### config.mk
export PLATFORM = sky130hd
export DESIGN_NAME = bk_xfer_sequencer_flat
export DESIGN_NICKNAME = d
export VERILOG_FILES = /design/src/rtl/bk_pkg.sv /design/src/rtl/bk_xfer_sequencer_if.sv /design/src/rtl/bk_edge_det.sv /design/src/rtl/bk_xfer_sequencer.sv /design/src/flat_wrapper.sv
export SDC_FILE = /design/constraint.sdc
export NUM_CORES = 1
export LEC_CHECK = 0
export ABC_AREA = 1
export BUFFER_PORTS_ARGS = -buffer_cell sky130_fd_sc_hd__buf_2
export CORE_ASPECT_RATIO = 0.7
export CORE_MARGIN = 2
export CORE_UTILIZATION = 46
export CTS_CLUSTER_DIAMETER = 60
export DETAILED_ROUTE_END_ITERATION = 8
export PLACE_DENSITY = 0.75
export SYNTH_ARGS = -nofsm -noshare
export SYNTH_HDL_FRONTEND = slang
export SYNTH_SLANG_ARGS = --single-unit
### constraint.sdc
create_clock -name clk_sys -period 1.3 [get_ports clk_sys]
set_input_delay 0.065 -clock clk_sys [delete_from_list [all_inputs] [get_ports clk_sys]]
set_output_delay 0.065 -clock clk_sys [all_outputs]
set_load 0.005 [all_outputs]
### src/rtl/bk_pkg.sv
// Shared types and constants for the backup-RAM save-state transfer sequencer.
package bk_pkg;

  typedef enum logic [2:0] {
    IDLE,
    ISSUE,
    WAIT_ACK,
    WAIT_REL,
    FINISH
  } bk_state_t;

  localparam int unsigned SECTOR_BYTES  = 512;
  localparam int unsigned SECT_LOG2_DEF = 6;
  localparam int unsigned SLOT_W_DEF    = 2;

endpackage

### src/rtl/bk_xfer_sequencer_if.sv
// SD sector channel between the sequencer (master) and hps_io (slave).
interface bk_xfer_sequencer_if;

  logic [31:0] sd_lba;
  logic        sd_rd;
  logic        sd_wr;
  logic        sd_ack;

  modport master (output sd_lba, output sd_rd, output sd_wr, input sd_ack);
  modport slave  (input sd_lba, input sd_rd, input sd_wr, output sd_ack);

endinterface

### src/rtl/bk_edge_det.sv
// Registered single-bit edge detector; FALLING selects which edge o_pulse reports.
module bk_edge_det #(
  parameter bit FALLING = 1'b0
) (
  input  logic i_clk,
  input  logic i_rst,
  input  logic i_d,
  output logic o_pulse
);

  logic r_q;

  always_ff @(posedge i_clk or posedge i_rst) begin
    if (i_rst) r_q <= '0;
    else       r_q <= i_d;
  end

  assign o_pulse = FALLING ? (~i_d & r_q) : (i_d & ~r_q);

endmodule

### src/rtl/bk_xfer_sequencer.sv
// Save-state load/save sequencer: walks 2**SECT_LOG2 sectors of one slot over the SD channel.
// Optional ack watchdog enabled by defining BK_TIMEOUT_EN.
module bk_xfer_sequencer
  import bk_pkg::*;
#(
  parameter int unsigned SECT_LOG2  = SECT_LOG2_DEF,
  parameter int unsigned SLOT_W     = SLOT_W_DEF,
  parameter int unsigned TMO_CYCLES = 50000000
) (
  input  logic              clk_sys,
  input  logic              reset,
  input  logic              bk_ena,
  input  logic              load_req,
  input  logic              save_req,
  input  logic [SLOT_W-1:0] slot,
  bk_xfer_sequencer_if.master sd,
  output logic              busy,
  output logic              loading,
  output logic              done,
  output logic              error
);

  typedef logic [$clog2(TMO_CYCLES + 1)-1:0] tmo_cnt_t;

  bk_state_t            r_state,   w_state_nx;
  logic [SECT_LOG2-1:0] r_sector,  w_sector_nx;
  logic [SLOT_W-1:0]    r_slot,    w_slot_nx;
  logic                 r_dir,     w_dir_nx;
  logic [31:0]          r_lba,     w_lba_nx;
  logic                 r_rd,      w_rd_nx;
  logic                 r_wr,      w_wr_nx;
  logic                 r_busy,    w_busy_nx;
  logic                 r_loading, w_loading_nx;
  logic                 r_done,    w_done_nx;
  logic                 r_err,     w_err_nx;

  logic w_load_rise, w_save_rise, w_ack_rise, w_ack_fall, w_tmo;

  // Requests are gated by bk_ena before edge detection, so history tracks req & bk_ena.
  bk_edge_det #(.FALLING(1'b0)) u_load_det (
    .i_clk(clk_sys), .i_rst(reset), .i_d(load_req & bk_ena), .o_pulse(w_load_rise));
  bk_edge_det #(.FALLING(1'b0)) u_save_det (
    .i_clk(clk_sys), .i_rst(reset), .i_d(save_req & bk_ena), .o_pulse(w_save_rise));
  bk_edge_det #(.FALLING(1'b0)) u_ack_rise (
    .i_clk(clk_sys), .i_rst(reset), .i_d(sd.sd_ack), .o_pulse(w_ack_rise));
  bk_edge_det #(.FALLING(1'b1)) u_ack_fall (
    .i_clk(clk_sys), .i_rst(reset), .i_d(sd.sd_ack), .o_pulse(w_ack_fall));

`ifdef BK_TIMEOUT_EN
  tmo_cnt_t r_tmo;

  always_ff @(posedge clk_sys or posedge reset) begin
    if (reset)                                         r_tmo <= '0;
    else if (r_state == ISSUE)                         r_tmo <= '0;
    else if (r_state == WAIT_ACK || r_state == WAIT_REL) r_tmo <= r_tmo + tmo_cnt_t'(1);
  end

  assign w_tmo = (r_state == WAIT_ACK || r_state == WAIT_REL) &&
                 (r_tmo == tmo_cnt_t'(TMO_CYCLES - 1));
`else
  assign w_tmo = 1'b0;
`endif

  always_comb begin
    w_state_nx   = r_state;
    w_sector_nx  = r_sector;
    w_slot_nx    = r_slot;
    w_dir_nx     = r_dir;
    w_lba_nx     = r_lba;
    w_rd_nx      = r_rd;
    w_wr_nx      = r_wr;
    w_busy_nx    = r_busy;
    w_loading_nx = r_loading;
    w_done_nx    = 1'b0;
    w_err_nx     = r_err;

    case (r_state)
      IDLE: begin
        if (w_load_rise || w_save_rise) begin
          w_slot_nx    = slot;
          w_dir_nx     = w_load_rise;
          w_sector_nx  = '0;
          w_err_nx     = 1'b0;
          w_busy_nx    = 1'b1;
          w_loading_nx = w_load_rise;
          w_state_nx   = ISSUE;
        end
      end
      ISSUE: begin
        w_lba_nx   = 32'({r_slot, r_sector});
        w_rd_nx    = r_dir;
        w_wr_nx    = ~r_dir;
        w_state_nx = WAIT_ACK;
      end
      WAIT_ACK: begin
        if (w_ack_rise) begin
          w_rd_nx    = 1'b0;
          w_wr_nx    = 1'b0;
          w_state_nx = WAIT_REL;
        end
      end
      WAIT_REL: begin
        if (w_ack_fall) begin
          if (&r_sector) begin
            w_busy_nx    = 1'b0;
            w_loading_nx = 1'b0;
            w_done_nx    = 1'b1;
            w_state_nx   = FINISH;
          end else begin
            w_sector_nx = r_sector + SECT_LOG2'(1);
            w_state_nx  = ISSUE;
          end
        end
      end
      FINISH: w_state_nx = IDLE;
      default: w_state_nx = IDLE;
    endcase

    // Watchdog abort overrides any ack handling in the wait states.
    if (w_tmo) begin
      w_rd_nx      = 1'b0;
      w_wr_nx      = 1'b0;
      w_err_nx     = 1'b1;
      w_busy_nx    = 1'b0;
      w_loading_nx = 1'b0;
      w_done_nx    = 1'b1;
      w_state_nx   = FINISH;
    end
  end

  always_ff @(posedge clk_sys or posedge reset) begin
    if (reset) begin
      r_state   <= IDLE;
      r_sector  <= '0;
      r_slot    <= '0;
      r_dir     <= 1'b0;
      r_lba     <= '0;
      r_rd      <= 1'b0;
      r_wr      <= 1'b0;
      r_busy    <= 1'b0;
      r_loading <= 1'b0;
      r_done    <= 1'b0;
      r_err     <= 1'b0;
    end else begin
      r_state   <= w_state_nx;
      r_sector  <= w_sector_nx;
      r_slot    <= w_slot_nx;
      r_dir     <= w_dir_nx;
      r_lba     <= w_lba_nx;
      r_rd      <= w_rd_nx;
      r_wr      <= w_wr_nx;
      r_busy    <= w_busy_nx;
      r_loading <= w_loading_nx;
      r_done    <= w_done_nx;
      r_err     <= w_err_nx;
    end
  end

  assign sd.sd_lba = r_lba;
  assign sd.sd_rd  = r_rd;
  assign sd.sd_wr  = r_wr;
  assign busy      = r_busy;
  assign loading   = r_loading;
  assign done      = r_done;
  assign error     = r_err;

endmodule

### src/flat_wrapper.sv
// flat-port wrapper written by rule: the top's interface ports become plain ports
module bk_xfer_sequencer_flat import bk_pkg::*;
#(
  parameter int unsigned SECT_LOG2  = SECT_LOG2_DEF,
  parameter int unsigned SLOT_W     = SLOT_W_DEF,
  parameter int unsigned TMO_CYCLES = 50000000
)
  (clk_sys, reset, bk_ena, load_req, save_req, slot, busy, loading, done, error, sd_sd_lba, sd_sd_rd, sd_sd_wr, sd_sd_ack);
  bk_xfer_sequencer_if sd_i ();
  input  logic clk_sys;
  input  logic reset;
  input  logic bk_ena;
  input  logic load_req;
  input  logic save_req;
  input  logic [SLOT_W-1:0] slot;
  output logic busy;
  output logic loading;
  output logic done;
  output logic error;
  output wire logic [$bits(sd_i.sd_lba)-1:0] sd_sd_lba;
  output wire logic [$bits(sd_i.sd_rd)-1:0] sd_sd_rd;
  output wire logic [$bits(sd_i.sd_wr)-1:0] sd_sd_wr;
  input wire logic [$bits(sd_i.sd_ack)-1:0] sd_sd_ack;
  assign sd_sd_lba = sd_i.sd_lba;
  assign sd_sd_rd = sd_i.sd_rd;
  assign sd_sd_wr = sd_i.sd_wr;
  assign sd_i.sd_ack = sd_sd_ack;
  bk_xfer_sequencer #(.SECT_LOG2(SECT_LOG2), .SLOT_W(SLOT_W), .TMO_CYCLES(TMO_CYCLES)) u_core (.clk_sys(clk_sys), .reset(reset), .bk_ena(bk_ena), .load_req(load_req), .save_req(save_req), .slot(slot), .sd(sd_i), .busy(busy), .loading(loading), .done(done), .error(error));
endmodule
# After elaboration in Yosys (flattened, before gate mapping)
# Index checks and enable logic that the tools add are counted.
# classes
n_reduce_logical,10
eq_ne,8
n_bitwise,11
n_mux,21
addsub,1
# op_table
cell,n
6-bit 2-to-1 mux,3
3-bit 2-to-1 mux,4
3-bit case mux with 4 select lines,1
6-bit case mux with 2 select lines,1
1-bit 2-to-1 mux,8
1-bit case mux with 2 select lines,4
4-bit AND reduction,2
"6-bit by 1-bit adder with 6-bit output, second input constant",1
1-bit bitwise AND,6
"3-bit by 2-bit == test with 1-bit output, second input constant",2
"2-bit inequality test, second input constant",3
6-bit AND reduction,1
1-bit inverter,5
"2-bit by 1-bit inequality test with 1-bit output, second input constant",2
2-bit AND reduction,2
2-bit nonzero test,2
"3-bit by 1-bit == test with 1-bit output, second input constant",1
3-bit zero test,1
3-bit AND reduction,1
1-bit logical OR,1
# totals
regBits,28
word_cells,64
out_inout_bits,38

# Longest topological paths before layout
# Gate-level depths: netlist of the first run.
# depth
depth_word,5
depth_mapped,9

# By module
# Synthesis of the first run repeated with hierarchy kept, for this count alone.
# unflattened
hier_cells,176
area_unflattened_um2,1498.9
# modules_own_cells
module,area_each_um2,instances,cells_per_inst
bk_xfer_sequencer,1343.8,1,160
bk_edge_det,38.8,4,4

# Worst setup path before layout of the first run
# Ideal clock, no wire load.
# synth_timing
kind,register -> register
from,reg u_core.r_sector[0]
to,reg u_core.r_state[0]
path_slack_ns,0.064
arrival_ns,1.108
synth_period_minus_slack_ns,1.236
setup_ns,0.128
path_stages_with_launch,9
n_path_buf,0
cell_sequence,dfrtp_1 -> ha_1 -> nand2_1 -> nor2_2 -> nand2_2 -> nand2_1 -> nand3_1 -> nand3_1 -> nand2_1
# synth_via
elab_chain_len,4
# synth_rtl
element,line,text
from (decl),bk_xfer_sequencer.sv:26,"logic [SECT_LOG2-1:0] r_sector, w_sector_nx;"
from (signal assigned),bk_xfer_sequencer.sv:146,r_sector <= w_sector_nx;
6-bit AND reduction,bk_xfer_sequencer.sv:104,if (&r_sector) begin
3-bit 2-to-1 mux,bk_xfer_sequencer.sv:104,
3-bit 2-to-1 mux,bk_xfer_sequencer.sv:103,if (w_ack_fall) begin
3-bit case mux with 4 select lines,bk_xfer_sequencer.sv:77,case (r_state)
to (signal assigned),bk_xfer_sequencer.sv:145,r_state <= w_state_nx;
to (decl),bk_xfer_sequencer.sv:25,"bk_state_t r_state, w_state_nx;"
# Every way passes these cells. The select of a mux whose other input is x is not followed.
# A chain may end at the register's enable or synchronous reset.

# Final worst setup path of the first run
# layout_timing
from,reg u_core.r_sector[0]
to,reg u_core.r_sector[0]
# layout_via
elab_chain_len,4
word_cells_on_any_way,7
# layout_rtl
element,line,text
6-bit by 1-bit adder with 6-bit output,bk_xfer_sequencer.sv:110,w_sector_nx = r_sector + SECT_LOG2'(1);
6-bit 2-to-1 mux,bk_xfer_sequencer.sv:104,
6-bit 2-to-1 mux,bk_xfer_sequencer.sv:103,
6-bit case mux with 2 select lines,bk_xfer_sequencer.sv:77,
# Several ways; a longest one is shown, not always the timed one. The select of a mux whose other input is x is not followed.

==> results of run 1 <==
[cell usage after synthesis (2+ instances only)]
cell type   n
nor3_1      2
nand2_1    49
inv_1      19
nand3_1    11
mux2_2      2
a21oi_1     3
nand3_2     3
inv_4       2
buf_4      25
nor2_1     13
dfrtp_1    28
o21ai_0     8
nand2_2     3
nand2_4     2
[cell families after synthesis]
family,count (synthesis),share of synthesized area [%]
AOI/OAI and AO/OA,12,4.20
xor gates and xnor gates,1,0.576
muxes,2,1.48
other,1,0.247
buffers and inverters,48,18.4
DFF,28,46.1
adders and majority gates,1,0.823
and+or+nand+nor,89,28.1
[worst paths after layout]
| kind | start | to | slack (ns) |
|---|---|---|---|
| worst min register to register | u_core.busy | u_core.busy | 0.48 |
| worst max register to register | u_core.r_sector[0] | u_core.r_sector[0] | 0.006 |
| max in group asynchronous | reset | u_core.r_state[1] | 0.63 |
| min in group asynchronous | reset | u_core.sd.sd_lba[5] | 0.38 |
| worst min-delay path | load_req | u_core.u_load_det.r_q | 0.01 |
| worst max-delay path | u_core.r_sector[0] | u_core.r_sector[0] | 0.006 |
[metal layers]
metal / vias up / track usage, % / share of wire, %
met5: - / 0 / 0
met4: 0 / 3.70 / 0.65
met3: 2 / 4.65 / 5.5
met2: 30 / 25.6 / 43
met1: 510 / 23.8 / 50
li1: 576 / - / -
[registers in the layout (all words and copies together) (netlist names), 2 cells and up]
signal            cells
u_core.r_sector       6
u_core.sd.sd_lba      8
u_core.r_state        3
u_core.r_slot         2
[what timing repair did]
action | 4_1_cts | 5_1_grt
endpoints found under the setup margin | 9 | 18
gates cloned | 0 | 0
buffers inserted | 1 | 1
pin swaps | 10 | 5
hold buffers | 3 | 0
endpoints found under the hold margin | 32 | 0
resized for setup | 6 | 4
[worst register-to-register path, stage by stage, from the launching register on]
cell and delay, ns:
dfrtp_1 0.38, ha_2 0.21, nand2_2 0.07, nor2_4 0.12, nand2_4 0.09, nor2_8 0.12
inv_4 0.05, nand2_4 0.09, nand2_1 0.06, nand2_1 0.06
[cell type report]
type | count | area (sq um) | share of cell area (%)
Timing Repair Buffer | 31 | 190 | 10.8
Tap cell | 38 | 47.5 | 2.70
Clock inverter | 1 | 30.0 | 1.71
Inverter | 22 | 87.6 | 4.98
Sequential cell | 28 | 702 | 39.9
Clock buffer | 3 | 41.3 | 2.35
Multi-Input combinational cell | 130 | 659 | 37.5
[stage by stage]
step	hold WS, ns	power [mW]	TNS, ns	setup WS (ns)	cell area [sq um]
after floorplan	0.0964	1.96	0	0.0640	1610
after global placement	0.149	2.21	0	0.0159	1610
after detailed placement	0.154	2.24	0	0.00510	1610
after CTS	0.0107	2.96	-0.0594	-0.0176	1740
after global routing	0.0175	3.22	-0.695	-0.0705	1760
final	0.0140	2.97	0	0.00648	1760
[power groups by stage]
stage | clock, mW | combinational, mW | sequential (mW)
4_1_cts | 0.708 | 1.04 | 1.22
2_1_floorplan | 0 | 0.730 | 1.23
3_3_place_gp | 0 | 0.986 | 1.23
3_5_place_dp | 0 | 1.00 | 1.23
6_report | 0.684 | 1.06 | 1.23
5_1_grt | 0.738 | 1.23 | 1.26
==> flow_metrics.env, run 1 <==
export IMPL_status="complete, no violations"
export IMPL_ys_warn_count=0
export IMPL_core_sq_um=3150
export IMPL_ioPinCount=46
export IMPL_grt_use_total_pct=16.8
export IMPL_drc=0
export IMPL_synth_main_ff_cell="dfrtp_1"
export IMPL_synthArstFlopShare_pct=100
export IMPL_fmax_mhz=773
export IMPL_yosysUniqueCellTypes=26
export IMPL_path_class="reg2reg"
export IMPL_p_comb_share_pct=35.7
export IMPL_fin_skew_ns=0.00417
export IMPL_grt_pass1_wl_um=4800
export IMPL_die_h_um=52.1
export IMPL_cp_end_kind="register"
export IMPL_drt_iter0_drc=73
export IMPL_cp_start_kind="register"
export IMPL_drtAntennaViolNets=0
export IMPL_path_cells="ha_2 > nand2_2 > nor2_4 > nand2_4 > nor2_8 > inv_4 > nand2_4 > nand2_1 > nand2_1"
export IMPL_initial_core_util_pct=48.3
export IMPL_ir_drop_uv=960
export IMPL_hp_class="in2reg"
export IMPL_gp_congestion=0.819
export IMPL_fp_row_count=17
export IMPL_diodes=0
export IMPL_cts_buffers=3
export IMPL_switchingPower_mw=1.05
export IMPL_finalCritPeriodShare_pct=99.5
export IMPL_n_fill_cell=306
export IMPL_vias=1118
export IMPL_clock_power_share_pct=23.1
export IMPL_firstDrtPassIters=4
export IMPL_clk_latency_ns=0.27
export IMPL_cts_max_path_buffers=2
export IMPL_die_w_um=72.7
export IMPL_clkTransAtPathRegs_ns=0.10
export IMPL_final_nets=225
export IMPL_grt_antenna_before_repair=0
export IMPL_synth_area_per_cell_sq_um=8.35
export IMPL_wire_per_inst_um=11.0
export IMPL_timing_final_hold_violations=0
export IMPL_leakagePower_nw=1.01
export IMPL_grt_ovfl_total=0
export IMPL_powerDensity_nw_per_um2=1690
export IMPL_grt_max_degree=29
export IMPL_synth_top_cell_area_share_pct=46.1
export IMPL_synth_seq_area_share_pct=46.1
export IMPL_routed_wl_um=2790
export IMPL_min_period_ns=1.29
export IMPL_syn_cell_area_sq_um=1520
export IMPL_mostFrequentLayoutCells="48 x nand2_1, 27 x dfrtp_1, 25 x conb_1"
export IMPL_clockRootBuffer="clkbuf_8"
export IMPL_area_growth_pct=15.6
export IMPL_place_inst=244
export IMPL_maxCapViolCount=0
export IMPL_netlist_top_cells_area="dfrtp_1 46%, buf_4 12%, nand2_1 12%"
export IMPL_crit_family="simple AND/OR/NAND/NOR gates"
export IMPL_pwr_share_seq_pct=41.3
export IMPL_max_stage_delay_ns=0.38
export IMPL_cp_num_buf_inv=1
export IMPL_crit_cells=9
export IMPL_cpMaxStageDelayCell="dfrtp_1"
export IMPL_cts_htree_levels=1
export IMPL_yosys_area_top_type="dfrtp_1"
export IMPL_required_ns=1.52
export IMPL_synth_seq_cells=28
export IMPL_final_setup_viol_count=0
export IMPL_die_area_sq_um=3790
export IMPL_first_global_vias=1053
export IMPL_layout_commonest_cell="nand2_1"
export IMPL_layout_cells_non_filler=253
export IMPL_synth_edf_count=0
export IMPL_r2r_cells=9
export IMPL_io_buffers=20
export IMPL_path_max_fanout=6
export IMPL_hpwlAfterDp_um=1970
export IMPL_cts_sinks=28
export IMPL_crit_arrival_ns=1.51
export IMPL_slew_viol_final=0
export IMPL_post_route_util_pct=55.8
export IMPL_cts_tree="built"
export IMPL_syn_inst=182
export IMPL_internal_power_mw=1.92
export IMPL_rsz0062_at_grt="true"
export IMPL_switching_share_pct=35.3
export IMPL_hold_depth=3
export IMPL_drive_gt1_share_pct=25.6
export IMPL_vias_per_cell=4.42
(Power assumes the default switching activity.)
==> inputs of run 2 (changes only) <==
--- a/config.mk
+++ b/config.mk
@@ -9,10 +9,10 @@
 export BUFFER_PORTS_ARGS = -buffer_cell sky130_fd_sc_hd__buf_2
 export CORE_ASPECT_RATIO = 0.7
 export CORE_MARGIN = 2
-export CORE_UTILIZATION = 46
+export CORE_UTILIZATION = 40
 export CTS_CLUSTER_DIAMETER = 60
 export DETAILED_ROUTE_END_ITERATION = 8
-export PLACE_DENSITY = 0.75
+export PLACE_DENSITY_LB_ADDON = 0.1
 export SYNTH_ARGS = -nofsm -noshare
 export SYNTH_HDL_FRONTEND = slang
 export SYNTH_SLANG_ARGS = --single-unit
==> run 2 against run 1 <==
- via count increased by 1.2%
- combinational power increased by 13%
- clock power increased by 2%
- global-route usage decreased by 3.8 points
- sequential power about the same
- core utilization decreased by 4.5 points
- largest cell class unchanged
- largest power group unchanged
- highest routed layer unchanged
==> flow_metrics.env, run 2 (synthesis gave the netlist of run 1 again) <==
export IMPL_first_global_vias=935
export IMPL_maxCapViolCount=0
export IMPL_switching_share_pct=35.5
export IMPL_cts_htree_levels=1
export IMPL_clkTransAtPathRegs_ns=0.09
export IMPL_die_h_um=55.6
export IMPL_slew_viol_final=0
export IMPL_layout_cells_non_filler=268
export IMPL_finalCritPeriodShare_pct=99.6
export IMPL_cp_start_kind="register"
export IMPL_hp_class="in2reg"
export IMPL_grt_ovfl_total=0
export IMPL_grt_antenna_before_repair=0
export IMPL_gp_congestion=0.837
export IMPL_fp_row_count=18
export IMPL_fmax_mhz=772
export IMPL_path_class="reg2reg"
export IMPL_area_growth_pct=20.9
export IMPL_p_comb_share_pct=38.5
export IMPL_fin_skew_ns=0.00165
export IMPL_cts_sinks=28
export IMPL_largest_register_ffs=8
export IMPL_cts_max_path_buffers=2
export IMPL_clockRootBuffer="clkbuf_8"
export IMPL_rsz0062_at_grt="true"
export IMPL_drc=0
export IMPL_drt_iter0_drc=68
export IMPL_path_max_fanout=6
export IMPL_mostFrequentLayoutCells="42 x nand2_1, 28 x dfrtp_1, 25 x conb_1"
export IMPL_layout_commonest_cell="nand2_1"
export IMPL_dp_slack_ns=0.00172
export IMPL_initial_core_util_pct=42.5
export IMPL_setup_ws_ns=0.00501
export IMPL_pwr_share_seq_pct=39.1
export IMPL_firstDrtPassIters=4
export IMPL_io_buffers=20
export IMPL_routed_wl_um=2820
export IMPL_diodes=0
export IMPL_die_area_sq_um=4320
export IMPL_fin_tns_setup_ns=0
export IMPL_status="complete, no violations"
export IMPL_max_stage_delay_ns=0.37
export IMPL_drtAntennaViolNets=0
export IMPL_power_total_mw=3.10
export IMPL_ioPinCount=46
export IMPL_grt_max_degree=29
export IMPL_clock_power_share_pct=22.4
export IMPL_grt_pass1_wl_um=4400
export IMPL_crit_arrival_ns=1.52
export IMPL_vias_per_cell=4.22
export IMPL_die_w_um=77.7
export IMPL_final_area_sq_um=1840
export IMPL_final_nets=228
export IMPL_powerDensity_nw_per_um2=1690
export IMPL_internal_power_mw=2.00
export IMPL_cpMaxStageDelayCell="dfrtp_1"
export IMPL_switchingPower_mw=1.10
export IMPL_cts_buffers=3
export IMPL_post_route_util_pct=51.3
export IMPL_grt_use_total_pct=13.0
export IMPL_min_period_ns=1.29
export IMPL_drive_gt1_share_pct=28.9
export IMPL_clk_latency_ns=0.28
export IMPL_cts_tree="built"
export IMPL_whs_ns=0.00778
export IMPL_cp_end_kind="register"
export IMPL_core_sq_um=3580
export IMPL_wire_per_inst_um=10.5
export IMPL_hpwlAfterDp_um=2060
export IMPL_leakagePower_nw=1.03
export IMPL_ir_drop_uv=1060
export IMPL_required_ns=1.53
export IMPL_vias=1131
export IMPL_timing_final_hold_violations=0
export IMPL_postPlaceCellArea_sq_um=1630
export IMPL_path_cells="ha_2 > nand2_2 > nor2_4 > nand2_4 > nor2_8 > inv_4 > nand2_8 > nand2_1 > nand2_1"
export IMPL_path_common_cell="nand2_1"
export IMPL_final_setup_viol_count=0
export IMPL_place_inst=256
[run 2: power by group through the flow]
stage / Clock, mW / Combinational (mW) / Sequential, mW
6_report: 0.695 / 1.20 / 1.21
5_1_grt: 0.755 / 1.34 / 1.24
4_1_cts: 0.721 / 1.02 / 1.21
3_5_place_dp: 0 / 1.01 / 1.23
3_3_place_gp: 0 / 0.992 / 1.22
2_1_floorplan: 0 / 0.730 / 1.23
[run 2: path summary, 6_finish.rpt]
path                            slack (ns)          startpoint               endpoint  depth (start not counted)
worst max register to register       0.005  u_core.r_sector[1]     u_core.r_sector[4]                          9
worst max-delay path                 0.005  u_core.r_sector[1]     u_core.r_sector[4]                          9
worst min register to register        0.48         u_core.busy            u_core.busy                          2
worst min-delay path                 0.008              bk_ena  u_core.u_save_det.r_q                          3
min in group asynchronous             0.38               reset       u_core.r_slot[0]                          4
max in group asynchronous             0.65               reset     u_core.r_sector[4]                          4
[run 2: routing by layer]
| layer | GRT usage [%] | vias up | routed length [um] | part of all wire (%) |
|---|---|---|---|---|
| met4 | 4.59 | 0 | 38 | 1.3 |
| met3 | 3.57 | 5 | 130 | 4.6 |
| met1 | 19.0 | 516 | 1380 | 49 |
| li1 | - | 587 | - | - |
| met2 | 18.3 | 23 | 1270 | 45 |
| met5 | 0 | - | 0 | 0 |
[run 2: final cells by class]
cell class / instances / area, sq um
Sequential cell: 28 / 701
Clock buffer: 3 / 41.3
Timing Repair Buffer: 34 / 215
Clock inverter: 1 / 30.0
Tap cell: 50 / 62.6
Multi-Input combinational cell: 130 / 701
Fill cell: 357 / 1740
Inverter: 22 / 87.6
[run 2: repair_timing]
action | in CTS | in global routing
gates resized for setup | 1 | 18
pin swaps | 0 | 10
hold buffers | 4 | 0
endpoints found under the setup margin | 7 | 15
buffers inserted | 0 | 4
hold endpoints to repair | 33 | 0
[run 2: worst max-delay path: cells and delay by family (launching register included)]
| kind | cells | cell delay, ns |
|---|---|---|
| adder cells (fa/ha/maj) | 1 | 0.19 |
| buffers and inverters | 1 | 0.07 |
| flip-flops | 1 | 0.37 |
| AND/OR/NAND/NOR | 7 | 0.61 |
